`src/rtl/inst_buffer_pkg.sv`:
```
// Shared types for the fetch-to-issue instruction buffer.
// Holds the IF/ID packet layout and the default buffer depth.
package inst_buffer_pkg;

    localparam int IBUF_DEPTH = 4;

    typedef struct packed {
        logic        valid;
        logic [31:0] inst;
        logic [31:0] pc;
        logic [31:0] npc;
        logic        predict_taken;
        logic [31:0] predict_target_pc;
    } IF_ID_PACKET;

endpackage

```
`src/rtl/inst_buffer_if.sv`:
```
// Fetch/issue side bundle of the instruction buffer.
// master = fetch/issue stages, slave = the buffer itself.
interface inst_buffer_if
    import inst_buffer_pkg::*;
#(
    parameter int DEPTH = IBUF_DEPTH
);
    IF_ID_PACKET              if_packet_in;
    logic                     flush;
    logic                     is_stall;
    logic                     enq_ready;
    IF_ID_PACKET              if_id_packet_out;
    logic [$clog2(DEPTH):0]   count;

    modport master (
        output if_packet_in, flush, is_stall,
        input  enq_ready, if_id_packet_out, count
    );

    modport slave (
        input  if_packet_in, flush, is_stall,
        output enq_ready, if_id_packet_out, count
    );
endinterface

```
`src/rtl/inst_buffer.sv`:
```
// Purpose: FIFO decoupling fetch from issue; flush empties it. Option macro: IBUF_BYPASS_EN.
// Latency: 1 cycle enqueue-to-head (0 with IBUF_BYPASS_EN when empty).
// Backpressure: enq_ready = not full from registered count; is_stall holds the head.
module inst_buffer
    import inst_buffer_pkg::*;
#(
    parameter int DEPTH = IBUF_DEPTH
) (
    input  logic          clock,
    input  logic          reset,
    inst_buffer_if.slave  bus
);
    localparam int PW = $clog2(DEPTH);
    localparam int CW = PW + 1;

    IF_ID_PACKET   entries [DEPTH];
    logic [PW-1:0] head;
    logic [PW-1:0] tail;
    logic [CW-1:0] count_q;

    logic full;
    logic empty;
    logic enq_fire;
    logic deq_fire;
    logic wr_en;

    assign full     = (count_q == CW'(DEPTH));
    assign empty    = (count_q == '0);
    assign enq_fire = bus.if_packet_in.valid & ~full & ~bus.flush;

`ifdef IBUF_BYPASS_EN
    logic bypass;
    // An empty buffer hands the incoming packet straight to issue; it is only
    // stored if issue cannot take it this cycle.
    assign bypass   = empty & enq_fire;
    assign wr_en    = enq_fire & ~(bypass & ~bus.is_stall);
`else
    assign wr_en    = enq_fire;
`endif

    assign deq_fire = ~empty & ~bus.is_stall & ~bus.flush;

    assign bus.enq_ready = ~full;
    assign bus.count     = count_q;

    always_comb begin
        bus.if_id_packet_out = '0;
        if (!empty) begin
            bus.if_id_packet_out = entries[head];
        end
`ifdef IBUF_BYPASS_EN
        if (bypass) begin
            bus.if_id_packet_out = bus.if_packet_in;
        end
`endif
    end

    always_ff @(posedge clock) begin
        if (reset) begin
            head    <= '0;
            tail    <= '0;
            count_q <= '0;
        end else if (bus.flush) begin
            head    <= '0;
            tail    <= '0;
            count_q <= '0;
        end else begin
            if (wr_en) begin
                tail <= tail + 1'b1;
            end
            if (deq_fire) begin
                head <= head + 1'b1;
            end
            count_q <= count_q + CW'(wr_en) - CW'(deq_fire);
        end
    end

    always_ff @(posedge clock) begin
        if (reset) begin
            for (int i = 0; i < DEPTH; i++) begin
                entries[i].valid <= 1'b0;
            end
        end else if (wr_en) begin
            entries[tail] <= bus.if_packet_in;
        end
    end

`ifndef SYNTHESIS
    always_ff @(posedge clock) begin
        if (!reset) begin
            assert (count_q <= CW'(DEPTH))
                else $error("inst_buffer occupancy out of range: %0d", count_q);
        end
    end
`endif

endmodule

```
`src/flat_wrapper.sv`:
```
// flat-port wrapper written by rule: the top's interface ports become plain ports
module inst_buffer_flat import inst_buffer_pkg::*;
#(
    parameter int DEPTH = IBUF_DEPTH
)
  (clock, reset, bus_if_packet_in, bus_flush, bus_is_stall, bus_enq_ready, bus_if_id_packet_out, bus_count);
  inst_buffer_if #(.DEPTH(DEPTH)) bus_i ();
  input  logic clock;
  input  logic reset;
  input wire logic [$bits(bus_i.if_packet_in)-1:0] bus_if_packet_in;
  input wire logic [$bits(bus_i.flush)-1:0] bus_flush;
  input wire logic [$bits(bus_i.is_stall)-1:0] bus_is_stall;
  output wire logic [$bits(bus_i.enq_ready)-1:0] bus_enq_ready;
  output wire logic [$bits(bus_i.if_id_packet_out)-1:0] bus_if_id_packet_out;
  output wire logic [$bits(bus_i.count)-1:0] bus_count;
  assign bus_i.if_packet_in = bus_if_packet_in;
  assign bus_i.flush = bus_flush;
  assign bus_i.is_stall = bus_is_stall;
  assign bus_enq_ready = bus_i.enq_ready;
  assign bus_if_id_packet_out = bus_i.if_id_packet_out;
  assign bus_count = bus_i.count;
  inst_buffer #(.DEPTH(DEPTH)) u_core (.clock(clock), .reset(reset), .bus(bus_i));
endmodule
```
`config.mk`:
```
export PLATFORM = sky130hd
export DESIGN_NAME = inst_buffer_flat
export DESIGN_NICKNAME = d
export VERILOG_FILES = /design/src/rtl/inst_buffer_pkg.sv /design/src/rtl/inst_buffer_if.sv /design/src/rtl/inst_buffer.sv /design/src/flat_wrapper.sv
export SDC_FILE = /design/constraint.sdc
export NUM_CORES = 1
export LEC_CHECK = 0
export CAP_MARGIN = 20
export CORE_MARGIN = 4
export CORE_UTILIZATION = 50
export DETAILED_ROUTE_END_ITERATION = 8
export HOLD_SLACK_MARGIN = 0.03
export PLACE_DENSITY_LB_ADDON = 0.1
export SETUP_SLACK_MARGIN = 0.2
export SLEW_MARGIN = 5
export SYNTH_ARGS = -nofsm -noshare
export SYNTH_HDL_FRONTEND = slang
export SYNTH_SLANG_ARGS = --single-unit
```
`constraint.sdc`:
```
create_clock -name clock -period 14.1 [get_ports clock]
set_input_delay 2.82 -clock clock [delete_from_list [all_inputs] [get_ports clock]]
set_output_delay 2.82 -clock clock [all_outputs]
set_load 0.005 [all_outputs]
```
**Word level (Yosys, flattened, before mapping)**

Memory sizes are Yosys's and may differ from the RTL's. A register that Yosys moved wholly into a read port is not among the register bits.
Index checks and enable logic that the tools add are counted.

- Bits in registers: 7
- Bits in writable memories: 520
- Input bits: 134
- Output and inout bits: 134
- Word-level logic and storage cells: 31
- Memories kept: 1

- Add/subtract/negate cells: 4
- Equal/unequal tests: 1
- Mux-type cells: 11
- Bitwise operators: 8
- Reductions and logical operators: 3

Memories:

| name | words | bits a word | read ports | clocked after Yosys merged registers in | write ports | line | RTL |
|---|---|---|---|---|---|---|---|
| u_core.entries | 4 | 130 | 1 | 1 | 4 | inst_buffer.sv:16 | `IF_ID_PACKET entries [DEPTH];` |

Operators by type and width:

| kind | count |
|---|---|
| 130-bit two-way mux | 2 |
| 130-bit OR reduction | 1 |
| 2-bit two-way mux | 4 |
| 1-bit two-way mux | 5 |
| 2-bit by 1-bit adder with 2-bit output (second input constant) | 2 |
| 1-bit AND | 4 |
| 1-bit inverter | 4 |
| 3-bit by 1-bit adder with 3-bit output | 1 |
| 3-bit == test (second input constant) | 1 |
| 3-bit zero test | 1 |
| 3-bit by 1-bit subtractor with 3-bit output | 1 |
| 2-bit OR reduction | 1 |

**Longest topological paths before layout**

- Depth after elaboration: 9
- Depth in mapped cells: 10
- Mapped depth without buffers: 9

**Worst setup path before layout**

OpenSTA, ideal clock, no wires.

- Path kind: input port to flip-flop
- Start point: input port bus_if_packet_in[129]
- End point: memory u_core.entries[3][0] in the netlist's numbering (enable)
- Library setup time: 0.802 ns
- Arrival: 12.537 ns
- Data required time: 13.298 ns
- Slack: 0.761 ns
- Cell stages on the path: 3
- Cell sequence: nor2b_1 nand3_1 nor3b_1

RTL lines:

| what | line | RTL |
|---|---|---|
| start, declared | flat_wrapper.sv:10 | `input wire logic [$bits(bus_i.if_packet_in)-1:0] bus_if_packet_in;` |
| end, declared | inst_buffer.sv:16 |  |

==> run metrics <==
post-synthesis cell area=21000 µm²; I/O pin cnt=268; Slew Limit Fails=0; Mapped Nets=1163; post_cts resized=0; Port Buffers=267; total gr overflow=0; Psw=0.646 mW; critical path endpoint category=output pin; gr usage total=19.2%; RSZ-0062 raised after global routing=false; setup repair bufs after CTS=0; Layout Skew=0.0183 ns; Core Region=41200 µm²; final worst-path setup slack=6.66 ns; Pwr Density=124 nW/µm²; RePlAce Congestion=0.754; vias=10200; Worst Path Arrival=4.62 ns; Worst Tran Pin Value=1.08 ns; Nets=1443; Clock Power Share=40.7%; DP HPWL=25500 µm; combinational power share=5.0%; num rows=74; fmax=0.134 GHz; 1st-pass router iterations=5; reg-to-reg setup timing slack=10.15 ns; Place WS=7.04 ns; Pint=2.55 mW; DR DRC count=0; setup TNS=0 ns; Num CTS Buffers=53; largest net degree at the start of global routing=71; Data required, critical path=11.28 ns; Distinct cells, synth=32; Syn Area/Cell=20.5 µm²; wire per inst=23.1 µm; vias per std cell=5.41; Critical Path Start Type=flop; leakage dissipation=8.30 nW; Slew HR=28.3%; synth warn=0; worst-case clock buffer depth=3; Die Span Y=213 µm; critical register-to-register path startpoint=u_core.bus.count[1]; clock-pin slew on the worst setup and hold paths=0.06 ns; die width=213 µm; Final period util=52.7%; initial antenna violation count=3; post-synthesis sequential area ratio=75.2%; first-pass GRT wire length=65700 µm; ANT nets after route=0; Worst VDD drop=0.0971 mV; worst r2r path cells=6; Min-Delay Path Class=reg -> reg; critical path capture point=bus_if_id_packet_out[53]; Worst-Skew Late Latency=0.59 ns; share of cells above drive strength 1=16.7%; Critical Path Fanout Max=45; Mapped Cells=1026; status=finished clean; initial core utilization=51.0%; sw frac=20.2%; CTS tree=yes; CTS H-tree depth=2; Finish-stage setup viols=0; number of hold buffers added after CTS=0; Max Cap Viol=0; final wirelength=43500 µm; minimum clock period=7.44 ns; initial DRC count=610; Layout area overhead=22.7%; die area=45400 µm²; Seq cells post-synth=529; clock root cell=clkbuf_16; register share of total power=54.3%; vias in the first global route=10900; Setup Crit Path Kind=reg -> out; clock sink count=529; Hold Fails Final Rpt=0; Reg-to-Reg End=u_core.entries[2][114]
## per-layer routing
layer | global-route usage [%] | wire length (µm) | share of wire, % | vias to the layer above
met5 | 0 | 40 | 0.092 | -
met4 | 4.49 | 875 | 2.0 | 4
met3 | 4.23 | 2260 | 5.2 | 74
met2 | 33.0 | 22300 | 51 | 233
met1 | 25.6 | 18000 | 41 | 5286
li1 | - | - | - | 4598
## cell families (layout without fill, tap and decap cells)
| kind of cell | count (synthesis) | count (layout) | synth area share [%] |
|---|---|---|---|
| DFF | 529 | 529 | 75.2 |
| and+or+nand+nor | 286 | 286 | 8.51 |
| muxes | 132 | 132 | 14.0 |
| buffers and inverters | 65 | 389 | 1.68 |
| AOI/OAI and AO/OA | 9 | 9 | 0.327 |
| adders and majority gates | 3 | 3 | 0.214 |
| xor gates and xnor gates | 2 | 2 | 0.0834 |
| other | 0 | 1 | 0 |
## layout by cell type (no fill, tap or decap), drive strengths merged, types with 3 or more instances in the layout
cell type      instances
a21boi                 3
and2                 133
buf                   17
clkbuf                66
clkdlybuf4s50        267
clkinv                27
dfxtp                  9
edfxtp               520
inv                    8
mux4                 130
nor2                   5
nor2b                131
nor3                   4
nor3b                  3
or3                    3
## per-stage QoR
stage	power, mW	hold WS, ns	util, %	cell area (µm²)	cells
final	3.19	0.495	62.6	25800	1883
after global placement	1.93	0.455	58.7	24200	1783
after floorplan	1.84	0.446	-	21000	1026
after detailed placement	1.93	0.478	58.7	24200	1783
after CTS	3.23	0.490	62.6	25800	1882
after global routing	3.30	0.512	62.6	25800	1882
## worst max-delay path, cell delays in order (launching register included)
cell	delay (ns)
dfxtp_4	0.98
buf_4	0.85
buf_4	0.86
mux4_2	0.61
nor2b_1	0.18
clkdlybuf4s50_1	0.51
## area by class of cell
| type | instances | area, µm² |
|---|---|---|
| diodes | 1 | 2.50 |
| well taps | 532 | 666 |
| clock inverters | 33 | 220 |
| multi-input cells | 432 | 4890 |
| fillers | 2977 | 15400 |
| flip-flops and latches | 529 | 15800 |
| clock buffers | 66 | 1380 |
| repair buffers | 284 | 2800 |
| inverters | 6 | 22.5 |
## power groups by stage
stage | Sequential, mW | Clock (mW) | Combinational (mW)
floorplan | 1.77 | 0 | 0.0694
global placement | 1.77 | 0 | 0.162
detailed placement | 1.77 | 0 | 0.163
CTS | 1.73 | 1.33 | 0.164
global route | 1.73 | 1.40 | 0.173
finish | 1.73 | 1.30 | 0.160
## cells in the mapped netlist (all sizes together)
cell    number  area (µm²)
edfxtp     520       15600
and2       133         832
nor2b      131         820
mux4       130        2930
buf         31         219
clkbuf      28         113
dfxtp        9         180
inv          6        22.5
nor2         5        18.8
nor3         4        36.3
a21boi       3        22.5
nor3b        3        27.5
or3          3        18.8
a21o         2        15.0
and3         2        12.5
ha           2        25.0
mux2i        2        20.0
nand2        2        7.51
nand3        2        10.0
xnor2        2        17.5
a31o         1        8.76
a41o         1        10.0
fa           1        20.0
nand2b       1        6.26
o21ai        1        5.00
o21bai       1        7.51
## registers in the layout, summed over array words and instances (netlist names), named ones only
name / flops
u_core.head: 2
u_core.tail: 2
u_core.bus.count: 3
u_core.entries: 520
## worst min-delay path by stage
| stage | slack (ns) | cells after the start | endpoint | from |
|---|---|---|---|---|
| CTS | 0.49 | 2 | flop | u_core.head[1] |
| global placement | 0.45 | 2 | flop | u_core.head[1] |
| detailed placement | 0.48 | 2 | flop | u_core.head[1] |
| floorplan | 0.45 | 2 | flop | u_core.head[1] |
| global route | 0.51 | 2 | flop | u_core.head[1] |
| finish | 0.49 | 2 | flop | u_core.head[1] |
No activity file was read; power rests on OpenSTA's default activity.
